**src/rtl/pulse_burst_gen_if.sv**
```systemverilog
// Control/status bundle for pulse_burst_gen: slow-rate reference, burst
// requests and programming in; strobes, burst output and status out.
interface pulse_burst_gen_if;
  logic        div_clk;
  logic        trig;
  logic        abort;
  logic [15:0] n_pulses;
  logic [15:0] width;
  logic        tick;
  logic        pulse_out;
  logic        busy;
  logic        done;
  logic        overrun;
  logic [15:0] pulse_count;

  modport master (
    output div_clk, trig, abort, n_pulses, width,
    input  tick, pulse_out, busy, done, overrun, pulse_count
  );

  modport slave (
    input  div_clk, trig, abort, n_pulses, width,
    output tick, pulse_out, busy, done, overrun, pulse_count
  );
endinterface

```
**src/rtl/pulse_burst_gen.sv**
```systemverilog
// Burst pulse generator phase-locked to rising edges of a divided clock that
// already lives in the clk domain; each pulse starts on a div_clk edge.
module pulse_burst_gen (
  input  logic              clk,
  input  logic              rst,
  pulse_burst_gen_if.slave  bus
);

  typedef enum logic [1:0] {IDLE, ARMED, HIGH} state_t;

  state_t      state, state_nxt;
  logic        div_q;
  logic        e;
  logic [15:0] n_s, w_s;
  logic [15:0] wcnt;
  logic [15:0] pcnt;
  logic        tick_r, done_r, ovr_r;
  logic [15:0] width_clamped;
  logic        latch, start_pulse, finish, hold_high;

  assign e             = bus.div_clk & ~div_q;
  assign width_clamped = (bus.width == 16'd0) ? 16'd1 : bus.width;

  always_comb begin
    state_nxt   = state;
    latch       = 1'b0;
    start_pulse = 1'b0;
    finish      = 1'b0;
    hold_high   = 1'b0;
    case (state)
      IDLE: begin
        if (bus.trig) begin
          state_nxt = ARMED;
          latch     = 1'b1;
        end
      end
      ARMED: begin
        if (e) begin
          state_nxt   = HIGH;
          start_pulse = 1'b1;
        end
      end
      HIGH: begin
        // Edges seen here are dropped; the next pulse needs a fresh edge in ARMED.
        if (wcnt == 16'd0) begin
          if ((n_s != 16'd0) && (pcnt == n_s)) begin
            state_nxt = IDLE;
            finish    = 1'b1;
          end else begin
            state_nxt = ARMED;
          end
        end else begin
          hold_high = 1'b1;
        end
      end
      default: state_nxt = IDLE;
    endcase
    if (bus.abort) begin
      state_nxt   = IDLE;
      latch       = 1'b0;
      start_pulse = 1'b0;
      finish      = 1'b0;
      hold_high   = 1'b0;
    end
  end

  always_ff @(posedge clk) begin
    if (rst) state <= IDLE;
    else     state <= state_nxt;
  end

  always_ff @(posedge clk) begin
    if (rst) begin
      div_q  <= 1'b1;
      tick_r <= 1'b0;
      done_r <= 1'b0;
      ovr_r  <= 1'b0;
      pcnt   <= 16'd0;
      wcnt   <= 16'd0;
      n_s    <= 16'd0;
      w_s    <= 16'd1;
    end else begin
      div_q  <= bus.div_clk;
      tick_r <= e;
      done_r <= finish;
      if (latch) begin
        n_s   <= bus.n_pulses;
        w_s   <= width_clamped;
        pcnt  <= 16'd0;
        ovr_r <= 1'b0;
      end
      if (start_pulse) begin
        wcnt <= w_s - 16'd1;
        pcnt <= pcnt + 16'd1;
      end else if (hold_high) begin
        wcnt <= wcnt - 16'd1;
      end
      if ((state == HIGH) && e && !bus.abort) ovr_r <= 1'b1;
    end
  end

  assign bus.tick        = tick_r;
  assign bus.pulse_out   = (state == HIGH);
  assign bus.busy        = (state != IDLE);
  assign bus.done        = done_r;
  assign bus.overrun     = ovr_r;
  assign bus.pulse_count = pcnt;

endmodule

```
**src/flat_wrapper.sv**
```systemverilog
// flat-port wrapper written by rule: the top's interface ports become plain ports
module pulse_burst_gen_flat 
  (clk, rst, bus_div_clk, bus_trig, bus_abort, bus_n_pulses, bus_width, bus_tick, bus_pulse_out, bus_busy, bus_done, bus_overrun, bus_pulse_count);
  pulse_burst_gen_if bus_i ();
  input  logic clk;
  input  logic rst;
  input wire logic [$bits(bus_i.div_clk)-1:0] bus_div_clk;
  input wire logic [$bits(bus_i.trig)-1:0] bus_trig;
  input wire logic [$bits(bus_i.abort)-1:0] bus_abort;
  input wire logic [$bits(bus_i.n_pulses)-1:0] bus_n_pulses;
  input wire logic [$bits(bus_i.width)-1:0] bus_width;
  output wire logic [$bits(bus_i.tick)-1:0] bus_tick;
  output wire logic [$bits(bus_i.pulse_out)-1:0] bus_pulse_out;
  output wire logic [$bits(bus_i.busy)-1:0] bus_busy;
  output wire logic [$bits(bus_i.done)-1:0] bus_done;
  output wire logic [$bits(bus_i.overrun)-1:0] bus_overrun;
  output wire logic [$bits(bus_i.pulse_count)-1:0] bus_pulse_count;
  assign bus_i.div_clk = bus_div_clk;
  assign bus_i.trig = bus_trig;
  assign bus_i.abort = bus_abort;
  assign bus_i.n_pulses = bus_n_pulses;
  assign bus_i.width = bus_width;
  assign bus_tick = bus_i.tick;
  assign bus_pulse_out = bus_i.pulse_out;
  assign bus_busy = bus_i.busy;
  assign bus_done = bus_i.done;
  assign bus_overrun = bus_i.overrun;
  assign bus_pulse_count = bus_i.pulse_count;
  pulse_burst_gen u_core (.clk(clk), .rst(rst), .bus(bus_i));
endmodule
```
**config.mk**
```make
export PLATFORM = sky130hd
export DESIGN_NAME = pulse_burst_gen_flat
export DESIGN_NICKNAME = d
export VERILOG_FILES = /design/src/rtl/pulse_burst_gen_if.sv /design/src/rtl/pulse_burst_gen.sv /design/src/flat_wrapper.sv
export SDC_FILE = /design/constraint.sdc
export NUM_CORES = 1
export LEC_CHECK = 0
export CORE_MARGIN = 4
export CORE_UTILIZATION = 53
export CTS_CLUSTER_SIZE = 28
export DETAILED_ROUTE_END_ITERATION = 10
export PLACE_DENSITY = 0.79
export RECOVER_POWER = 100
export REMOVE_ABC_BUFFERS = 1
export SLEW_MARGIN = 40
export SYNTH_ARGS = -nofsm -noshare
export SYNTH_HDL_FRONTEND = slang
export SYNTH_SLANG_ARGS = --single-unit
```
**constraint.sdc**
```tcl
create_clock -name clk -period 3.9 [get_ports clk]
set_input_delay 0.78 -clock clk [delete_from_list [all_inputs] [get_ports clk]]
set_output_delay 0.78 -clock clk [all_outputs]
set_load 0.01 [all_outputs]
```
* After elaboration in Yosys (flattened, before gate mapping) *
Cells that the tools add are included.
W data, S select, Z words.

word-level totals
  logic and storage cells = 59
  output and inout port bits = 21
  register bits = 70
  input port bits = 37

cells by class
  reduce and logical (&&, ||, !) cells = 15
  mux-type cells = 22
  equality and inequality tests = 6
  bitwise logic cells = 4
  add/subtract/negate cells = 3

operator list
  cell                     count
  $mux W16                 5
  $logic_not A16 Y1        2
  $sub A16 B1 Y16 const B  2
  $add A16 B1 Y16 const B  1
  $eq A16 B16 Y1           1
  $reduce_bool A16 Y1      1
  $mux W1                  13
  $reduce_bool A2 Y1       4
  $mux W2                  3
  $pmux W2 S3              1
  $ne A2 B1 Y1 const B     2
  $reduce_or A4 Y1         1
  $logic_and A1 B1 Y1      3
  $not A1 Y1               3
  $reduce_and A3 Y1        1
  $eq A2 B1 Y1 const B     1
  $eq A2 B2 Y1 const B     1
  $logic_not A2 Y1         1
  $ne A2 B2 Y1 const B     1
  $reduce_or A2 Y1         1
  $and A1 B1 Y1            1
  $logic_not A1 Y1         1

* Depth between registers and ports, before layout *
Gate-level depths: netlist of run 1.

  word-level depth = 6
  mapped depth = 11
  mapped depth without buffers = 9

* Least setup slack after synthesis of run 1 *
No wires, ideal clock.

  path type = input to register
  start = input bus_div_clk
  end = register u_core.wcnt[4]
  library setup time = 86 ps
  data required time = 3814 ps
  arrival time = 2948 ps
  setup slack = 866 ps
  stages = 11
  path buffers = 2
  cell sequence = nor2b_1 > nand2_1 > clkbuf_1 > clkbuf_1 > mux2i_1 > ha_1 > inv_1 > or3_1 > xnor2_1 > nor2_1 > a211oi_1

on the way
  cells in the longest elaborated chain, start to end = 5
  elaborated cells on any way between the ends = 6
  those cells by class = mux (4); bitwise (1); reduce/logical (1)

RTL lines
  what                                            RTL line               text
  from (decl)                                     flat_wrapper.sv:7      input wire logic [$bits(bus_i.div_clk)-1:0] bus_div_clk;
  $and A1 B1 Y1 (*)                               pulse_burst_gen.sv:21  assign e = bus.div_clk & ~div_q;
  $mux W1 (*)                                     pulse_burst_gen.sv:38  if (e) begin
  $mux W1 (*)                                     pulse_burst_gen.sv:30  case (state)
  $mux W1 (*)                                     pulse_burst_gen.sv:58  if (bus.abort) begin
  $mux W16 or $reduce_bool A2 Y1 (tied branches)  -
  to (signal assigned)                            pulse_burst_gen.sv:93  wcnt <= w_s - 16'd1;
  to (signal assigned)                            pulse_burst_gen.sv:96  wcnt <= wcnt - 16'd1;
  to (decl)                                       pulse_burst_gen.sv:15  logic [15:0] wcnt;

Every way passes the cells marked *; elsewhere a longest branch is shown, timed or not.
A chain may end at the register's enable or synchronous reset.

* Final worst setup path of run 1 *
  start = input bus_abort
  end = register u_core.wcnt[13]

on the way
  cells in the longest elaborated chain, start to end = 2
  elaborated cells on any way between the ends = 4
  those cells by class = mux (3); reduce/logical (1)

RTL lines
  what                                            RTL line               text
  from (decl)                                     flat_wrapper.sv:9      input wire logic [$bits(bus_i.abort)-1:0] bus_abort;
  $mux W1                                         pulse_burst_gen.sv:58
  $mux W16 or $reduce_bool A2 Y1 (tied branches)  -

Parallel ways exist; a longest one is shown, timed or not.

==> qor_table.md, run 1 <==
| Item | Value | Unit |
|---|---|---|
| Synth async-reset ratio | 0 | - |
| Worst Tran Pin Value | 1.477 | ns |
| Worst-path cell with the longest stage delay | mux2i_1 | - |
| Clock sinks | 70 | - |
| Area grow syn2layout | 22.54 | % |
| Slew HR | 0.01527 | - |
| WHS Endpoint | u_core.n_s[4] | - |
| Combinational cell fraction of total power | 0.111 | - |
| Via count normalized by instance count | 6.035 | - |
| Uppermost signal routing layer after detailed routing | met4 | - |
| Post-placement setup slack | 0.5815 | ns |
| Leakage power | 1.674 | nW |
| Worst-skew pair later-pin latency | 0.34 | ns |
| Top cell types by occurrence after synthesis | nand2_1 (81), dfxtp_1 (70), a21oi_1 (43) | - |
| Signal arrival time at the worst endpoint | 3.54 | ns |
| Clock tree root driver cell | clkbuf_8 | - |
| Number of cells produced by synthesis | 440 | - |
| Count of maximum capacitance violations | 0 | - |
| Avg Inst Size Synth | 8.124 | um2 |
| Total cell area at the placement stage | 4208 | um2 |
| Maximum fanout along the worst path | 25 | - |
| Count of input and output buffers | 57 | - |
| Placed Cells | 558 | - |
| Parity-gate share of the synthesized area counting xor and xnor cells | 0.09310 | - |
| Critical path, cell by cell | dlygate4sd3_1, nor3_1, clkbuf_2, mux2i_1, nor4_1, xnor2_1, a211oi_1 | - |
| Per-cell routed wire length | 16.06 | um |
| Reg-to-reg slack, setup | 1.25 | ns |
| Reg2Reg Depth | 7 | - |
| Hold violation count in the final report | 0 | - |
| Vertical extent of the die | 90.13 | um |
| Final setup violating endpoints | 0 | - |
| Most used DFF post-synth | dfxtp_1 | - |
| Sw Share | 0.2512 | - |
| Count of distinct cell types in the synthesized netlist | 53 | - |
| Reg-to-reg startpoint | u_core.div_q | - |
| Seq cells post-synth | 70 | - |
| Endpoint type of the worst setup path | register | - |
| DP Wirelength | 6.502 | mm |
| Final ANT Viol Nets | 0 | - |
| Launching element type of the critical path | input pin | - |
| Total met3 wirelength after detailed routing | 736 | um |
| Fraction of the mapped netlist area in adder cells | 0.007000 | - |
| Number of post-CTS setup repair buffers | 0 | - |
| Final critical path time including I/O delays and setup | 3.282 | ns |
| Clock tree from TritonCTS | built | - |
| Clk pin slew, worst setup/hold paths | 0.08 | ns |
| Total buffers and inverters traversed by the critical path | 2 | - |
| Largest family of logic cells by synthesized area | simple AND/OR/NAND/NOR gates | - |
| RePlAce Congestion | 0.9115 | - |
| Number of inserted diodes | 0 | - |
| First-pass GRT wire length | 15.40 | mm |
| Unrepaired setup endpoints after global routing | false | - |
| Violation count after the first detailed-route iteration | 276 | - |
| Io pins | 58 | - |
| Launching instance or port of the critical path | bus_abort | - |
| Detailed-route wire length on metal 1 | 4.177 | mm |
| Yosys top cell area share | 0.3920 | - |
| Mux cell area share after synthesis | 0.04375 | - |
| Run status | finished clean | - |
| DR pass1 iterations | 5 | - |
| Maximum root-to-sink buffer count | 2 | - |
| Drt drc | 0 | - |
| Initial core utilization | 0.5535 | - |
| Share of post-route cells with drive strength above 1 | 0.07661 | - |
| Share of synthesized cell area in and, or, nand and nor gates | 0.3028 | - |
| Total count of max-transition violations in the final report | 0 | - |
| Final Non-Filler Cells | 573 | - |
| Max rail drop VDD | 0.0002154 | V |
| Cell family with the largest share of critical-path delay | buffers and inverters | - |
| Sum of internal, switching and leakage power | 1.569 | mW |
| Hold Crit Depth | 2 | - |
| Power density over the cells | 358.1 | nW/um2 |
| Clock Skew | 0.008222 | ns |
| Critical path required time | 4.16 | ns |
| Detailed route wirelength on metal2 | 4.218 | mm |
| Overall via count from detail_route | 3458 | - |
| Biggest area consumer among synthesized cells | dfxtp_1 | - |
| Post-layout instance area | 4380 | um2 |
| Via count of the first global-routing pass | 3142 | - |
| Register area share after synthesis | 0.3920 | - |
| Min-Delay Path Class | reg -> reg | - |
| Largest stage delay on the critical path | 0.80 | ns |
| Layout net count | 531 | - |
| Start point of the worst min-delay path | u_core.n_s[4] | - |
| Most repeated cell in the gate-level netlist after synthesis | nand2_1 | - |
| Core area | 6459 | um2 |
| Hold Buf Count CTS | 0 | - |
| Netlist Area Pre-Place | 3575 | um2 |
| Switching power | 394.1 | uW |
| Die Outline Area | 8123 | um2 |
| Final routed wirelength across all metal layers | 9.202 | mm |
| Count of flip-flops with a built-in enable after synthesis | 0 | - |
| Internal power | 1.175 | mW |
| Synth Warn # | 0 | - |
| Gr ovfl total | 0 | - |
| Total negative slack for setup checks | 0 | ns |
| Initial antenna violation count | 0 | - |
| Flop pwr share | 0.483 | - |
| Number of cells upsized or downsized after cts | 0 | - |
| Largest cells by area after synthesis | dfxtp_1 (39%), nand2_1 (8.5%), xnor2_1 (6.9%) | - |
| Share of the clock period used by the worst path after layout | 0.8415 | - |
| Terminus of the critical flop-to-flop path | u_core.wcnt[13] | - |
| H-tree depth | 3 | - |
| Compound-Gate Fraction of Synth Area | 0.1369 | - |
| Core Rows | 29 | - |
| Largest net degree at the start of global routing | 51 | - |
| Power share of the clock group | 0.407 | - |
| Final worst setup slack | 0.6183 | ns |
| Total GRT Usage | 0.2280 | - |
| Num CTS Buffers | 9 | - |
| Maximum operating frequency | 0.3047 | GHz |
| Final hold slack | 0.4990 | ns |
| Utilization after layout | 0.6782 | - |
| Setup Crit Path Kind | in -> reg | - |
| Die X-Extent | 90.13 | um |
## power by group through the flow
| stage | clock [mW] | combinational, mW | sequential, mW |
|---|---|---|---|
| 3_5_place_dp | 0 | 0.176 | 0.773 |
| 6_report | 0.638 | 0.174 | 0.757 |
| 5_1_grt | 0.677 | 0.194 | 0.759 |
| 3_3_place_gp | 0 | 0.171 | 0.772 |
| 2_1_floorplan | 0 | 0.100 | 0.765 |
| 4_1_cts | 0.644 | 0.177 | 0.756 |
## routing by layer
metal / track usage / vias up
met1: 0.3344 / 1660
met2: 0.3348 / 126
met3: 0.05593 / 6
met5: 0 / -
met4: 0.05612 / 0
li1: - / 1666
## layout by cell type (no fill, tap or decap), types with 10 or more instances in the layout
| cell type | instances |
|---|---|
| nor4_1 | 16 |
| a21oi_1 | 43 |
| nor3_1 | 16 |
| nand4_1 | 10 |
| dfxtp_1 | 70 |
| clkdlybuf4s50_1 | 33 |
| a211oi_1 | 12 |
| nor2_1 | 40 |
| xnor2_1 | 28 |
| nand2_1 | 83 |
| xor2_1 | 10 |
| dlygate4sd3_1 | 23 |
## worst min-delay path, stage by stage (launching register included)
cell	delay (ns)
dfxtp_1	0.34
nand2_1	0.07
a21oi_1	0.05
## flip-flops by register name, summed over array words and instances, names as in the netlist
signal and flops:
u_core.state 2, u_core.wcnt 16, u_core.bus.overrun 1, u_core.bus.pulse_count 16
u_core.bus.tick 1, u_core.bus.done 1, u_core.div_q 1, u_core.n_s 16
u_core.w_s 16
## worst max-delay path by stage
| stage | slack (ns) | endpoint | cells past startpoint |
|---|---|---|---|
| 2_1_floorplan | 0.76 | u_core.bus.pulse_count[14] | 4 |
| 3_3_place_gp | 0.74 | u_core.wcnt[4] | 10 |
| 3_5_place_dp | 0.58 | u_core.wcnt[4] | 10 |
| 4_1_cts | 0.92 | u_core.wcnt[4] | 10 |
| 5_1_grt | 0.34 | u_core.wcnt[13] | 8 |
| 6_report | 0.62 | u_core.wcnt[13] | 7 |
## cells by family (layout without fill, tap and decap cells)
kind of cell             after synthesis  in the layout
adder cells (fa/ha/maj)                2              2
flip-flops                            70             70
XOR/XNOR                              38             38
AO/OA/AOI/OAI                         78             78
AND/OR/NAND/NOR                      215            215
buffers and inverters                 23             79
multiplexers                          14             14
## cell type report
cell class / count / area [um2]
Clock buffer: 9 / 123.9
Clock inverter: 6 / 87.58
Fill cell: 579 / 2078
Inverter: 1 / 3.754
Multi-Input combinational cell: 347 / 2061
Sequential cell: 70 / 1401
Tap cell: 77 / 96.34
Timing Repair Buffer: 63 / 606.8
Power figures use the tool's default switching activity.
==> inputs of run 2 (changes only) <==
CORE_UTILIZATION = 48   (was 53)
PLACE_DENSITY = 0.76   (was 0.79)
clock period = 2.95 ns   (was 3.9 ns; I/O delays follow)
==> qor_table.md, run 2 (synthesis results as in run 1) <==
| Item | Value | Unit | vs previous |
|---|---|---|---|
| Die Outline Area | 8892 | um2 | +9.5% |
| Commonest non-fill, non-tap cells in the layout | nand2_1 (83), dfxtp_1 (70), a21oi_1 (43), nor2_1 (40), clkdlybuf4s50_1 (34) | - |  |
| Hold violation count in the final report | 0 | - | unchanged |
| Min-Delay Path Class | reg -> reg | - |  |
| Layout net count | 541 | - | +1.9% |
| Largest net degree at the start of global routing | 33 | - | -35% |
| Total GRT Usage | 0.2217 | - | -0.006340 |
| Worst Tran Pin Value | 0.8475 | ns | -0.6296 ns |
| Final Non-Filler Cells | 606 | - | +5.8% |
| Initial antenna violation count | 0 | - | unchanged |
| Clock sinks | 70 | - | unchanged |
| Power density over the cells | 456.4 | nW/um2 | +27% |
| Maximum fanout along the worst path | 25 | - | unchanged |
| Final hold slack | 0.4948 | ns | -0.004166 ns |
| Endpoint type of the worst setup path | register | - |  |
| Count of input and output buffers | 57 | - | unchanged |
| Final ANT Viol Nets | 0 | - | unchanged |
| Reg-to-reg startpoint | u_core.wcnt[2] | - |  |
| RePlAce Congestion | 0.8665 | - | -4.9% |
| Count of maximum capacitance violations | 0 | - | unchanged |
| Clock tree root driver cell | clkbuf_8 | - |  |
| Reg2Reg Depth | 6 | - | -1 |
| Unrepaired setup endpoints after global routing | false | - |  |
| Reg-to-reg slack, setup | 0.35 | ns | -0.90 ns |
| Total negative slack for setup checks | 0 | ns | unchanged |
| Per-cell routed wire length | 15.17 | um | -5.5% |
| Core Rows | 31 | - | +6.9% |
| Die X-Extent | 94.30 | um | +4.6% |
| Maximum operating frequency | 0.3762 | GHz |  |
| First-pass GRT wire length | 15.38 | mm | -0.13% |
| Via count of the first global-routing pass | 3119 | - | -0.73% |
| Final worst setup slack | 0.2919 | ns | -0.3265 ns |
| Number of post-CTS setup repair buffers | 0 | - | unchanged |
| Clock tree from TritonCTS | built | - |  |
| Post-layout instance area | 4457 | um2 | +1.7% |
| Initial core utilization | 0.4928 | - | -0.06063 |
| Utilization after layout | 0.6145 | - | -0.06377 |
| Critical path required time | 3.21 | ns | -0.95 ns |
| Violation count after the first detailed-route iteration | 231 | - | -16% |
| Leakage power | 1.716 | nW | +2.5% |
| Signal arrival time at the worst endpoint | 2.92 | ns | -0.62 ns |
| Worst-skew pair later-pin latency | 0.35 | ns | about the same |
| Post-placement setup slack | 0.1098 | ns | -0.4718 ns |
| Drt drc | 0 | - | unchanged |
| WHS Endpoint | u_core.n_s[13] | - |  |
| Hold Crit Depth | 2 | - | unchanged |
| DR pass1 iterations | 4 | - | -1 |
| DP Wirelength | 6.752 | mm | +3.8% |
| Start point of the worst min-delay path | u_core.n_s[13] | - |  |
| Number of cells upsized or downsized after cts | 0 | - | unchanged |
| Max rail drop VDD | 0.0003808 | V | +77% |
| Slew HR | 0.4350 | - | +0.4198 |
| H-tree depth | 3 | - | unchanged |
| Gr ovfl total | 0 | - | unchanged |
| Total count of max-transition violations in the final report | 0 | - | unchanged |
| Commonest non-fill, non-tap cell in the layout | nand2_1 | - |  |
| Final setup violating endpoints | 0 | - | unchanged |
| Placed Cells | 590 | - | +5.7% |
| Num CTS Buffers | 9 | - | unchanged |
| Final critical path time including I/O delays and setup | 2.658 | ns |  |
| Run status | finished clean | - |  |
| Maximum root-to-sink buffer count | 2 | - | unchanged |
| Total cell area at the placement stage | 4318 | um2 | +2.6% |
| Final routed wirelength across all metal layers | 9.196 | mm | about the same |
| Launching element type of the critical path | input pin | - |  |
| Number of inserted diodes | 0 | - | unchanged |
| Share of the clock period used by the worst path after layout | 0.9011 | - |  |
| Area grow syn2layout | 24.68 | % |  |
| Terminus of the critical flop-to-flop path | u_core.wcnt[9] | - |  |
| Core area | 7253 | um2 | +12% |
| Share of post-route cells with drive strength above 1 | 0.08876 | - | +0.01214 |
| Via count normalized by instance count | 5.554 | - | -8.0% |
| Clock Skew | 0.01170 | ns | +0.003476 ns |
| Clk pin slew, worst setup/hold paths | 0.08 | ns | about the same |
| Sum of internal, switching and leakage power | 2.034 | mW | +30% |
| Vertical extent of the die | 94.30 | um | +4.6% |
| Setup Crit Path Kind | in -> reg | - |  |
| Hold Buf Count CTS | 0 | - | unchanged |
| Overall via count from detail_route | 3366 | - | -2.7% |
| Io pins | 58 | - | unchanged |
-- run 2: changes by cell type in the layout (fill, tap and decap cells not counted), sizes merged --
cell	change
bufinv	-1
buf	+5
clkinv	+1
dlygate4sd3	-1
inv	+2
clkbuf	+6
clkinvlp	-2
clkdlybuf4s50	+1
-- run 2: layout make-up --
cell class	instances	area, um2
Sequential cell	70	1401
Tap cell	99	123.9
Inverter	1	3.754
Clock buffer	10	137.6
Multi-Input combinational cell	347	2059
Timing Repair Buffer	73	661.9
Clock inverter	6	68.82
Fill cell	670	2796
-- run 2: power by group --
part | internal [mW] | total, mW | switching (mW)
Clock | 0.419 | 0.802 | 0.383
Combinational | 0.118 | 0.232 | 0.114
Sequential | 0.969 | 1.00 | 0.0313
-- run 2: per-layer routing --
metal,vias up,global-route usage,wire length (um)
met5,-,0,0
met2,78,0.3570,4349
met4,0,0.09146,156
li1,1691,-,-
met3,10,0.03125,401
met1,1587,0.2964,4288
-- run 2: worst max-delay path: stages --
cell	delay (ns)
dlygate4sd3_1	0.57
nand2b_1	0.09
nor3_1	0.18
clkbuf_2	0.51
mux2i_2	0.12
buf_4	0.19
nor4_1	0.34
xnor2_1	0.10
a211oi_1	0.22
-- run 2: worst max path at each step --
stage	start	endpoint	cells after the start
floorplan	u_core.state[1]	u_core.bus.pulse_count[14]	5
global placement	bus_abort	u_core.wcnt[4]	10
detailed placement	bus_abort	u_core.wcnt[4]	10
CTS	bus_abort	u_core.wcnt[4]	10
global route	bus_div_clk	u_core.wcnt[13]	9
finish	bus_div_clk	u_core.wcnt[13]	9
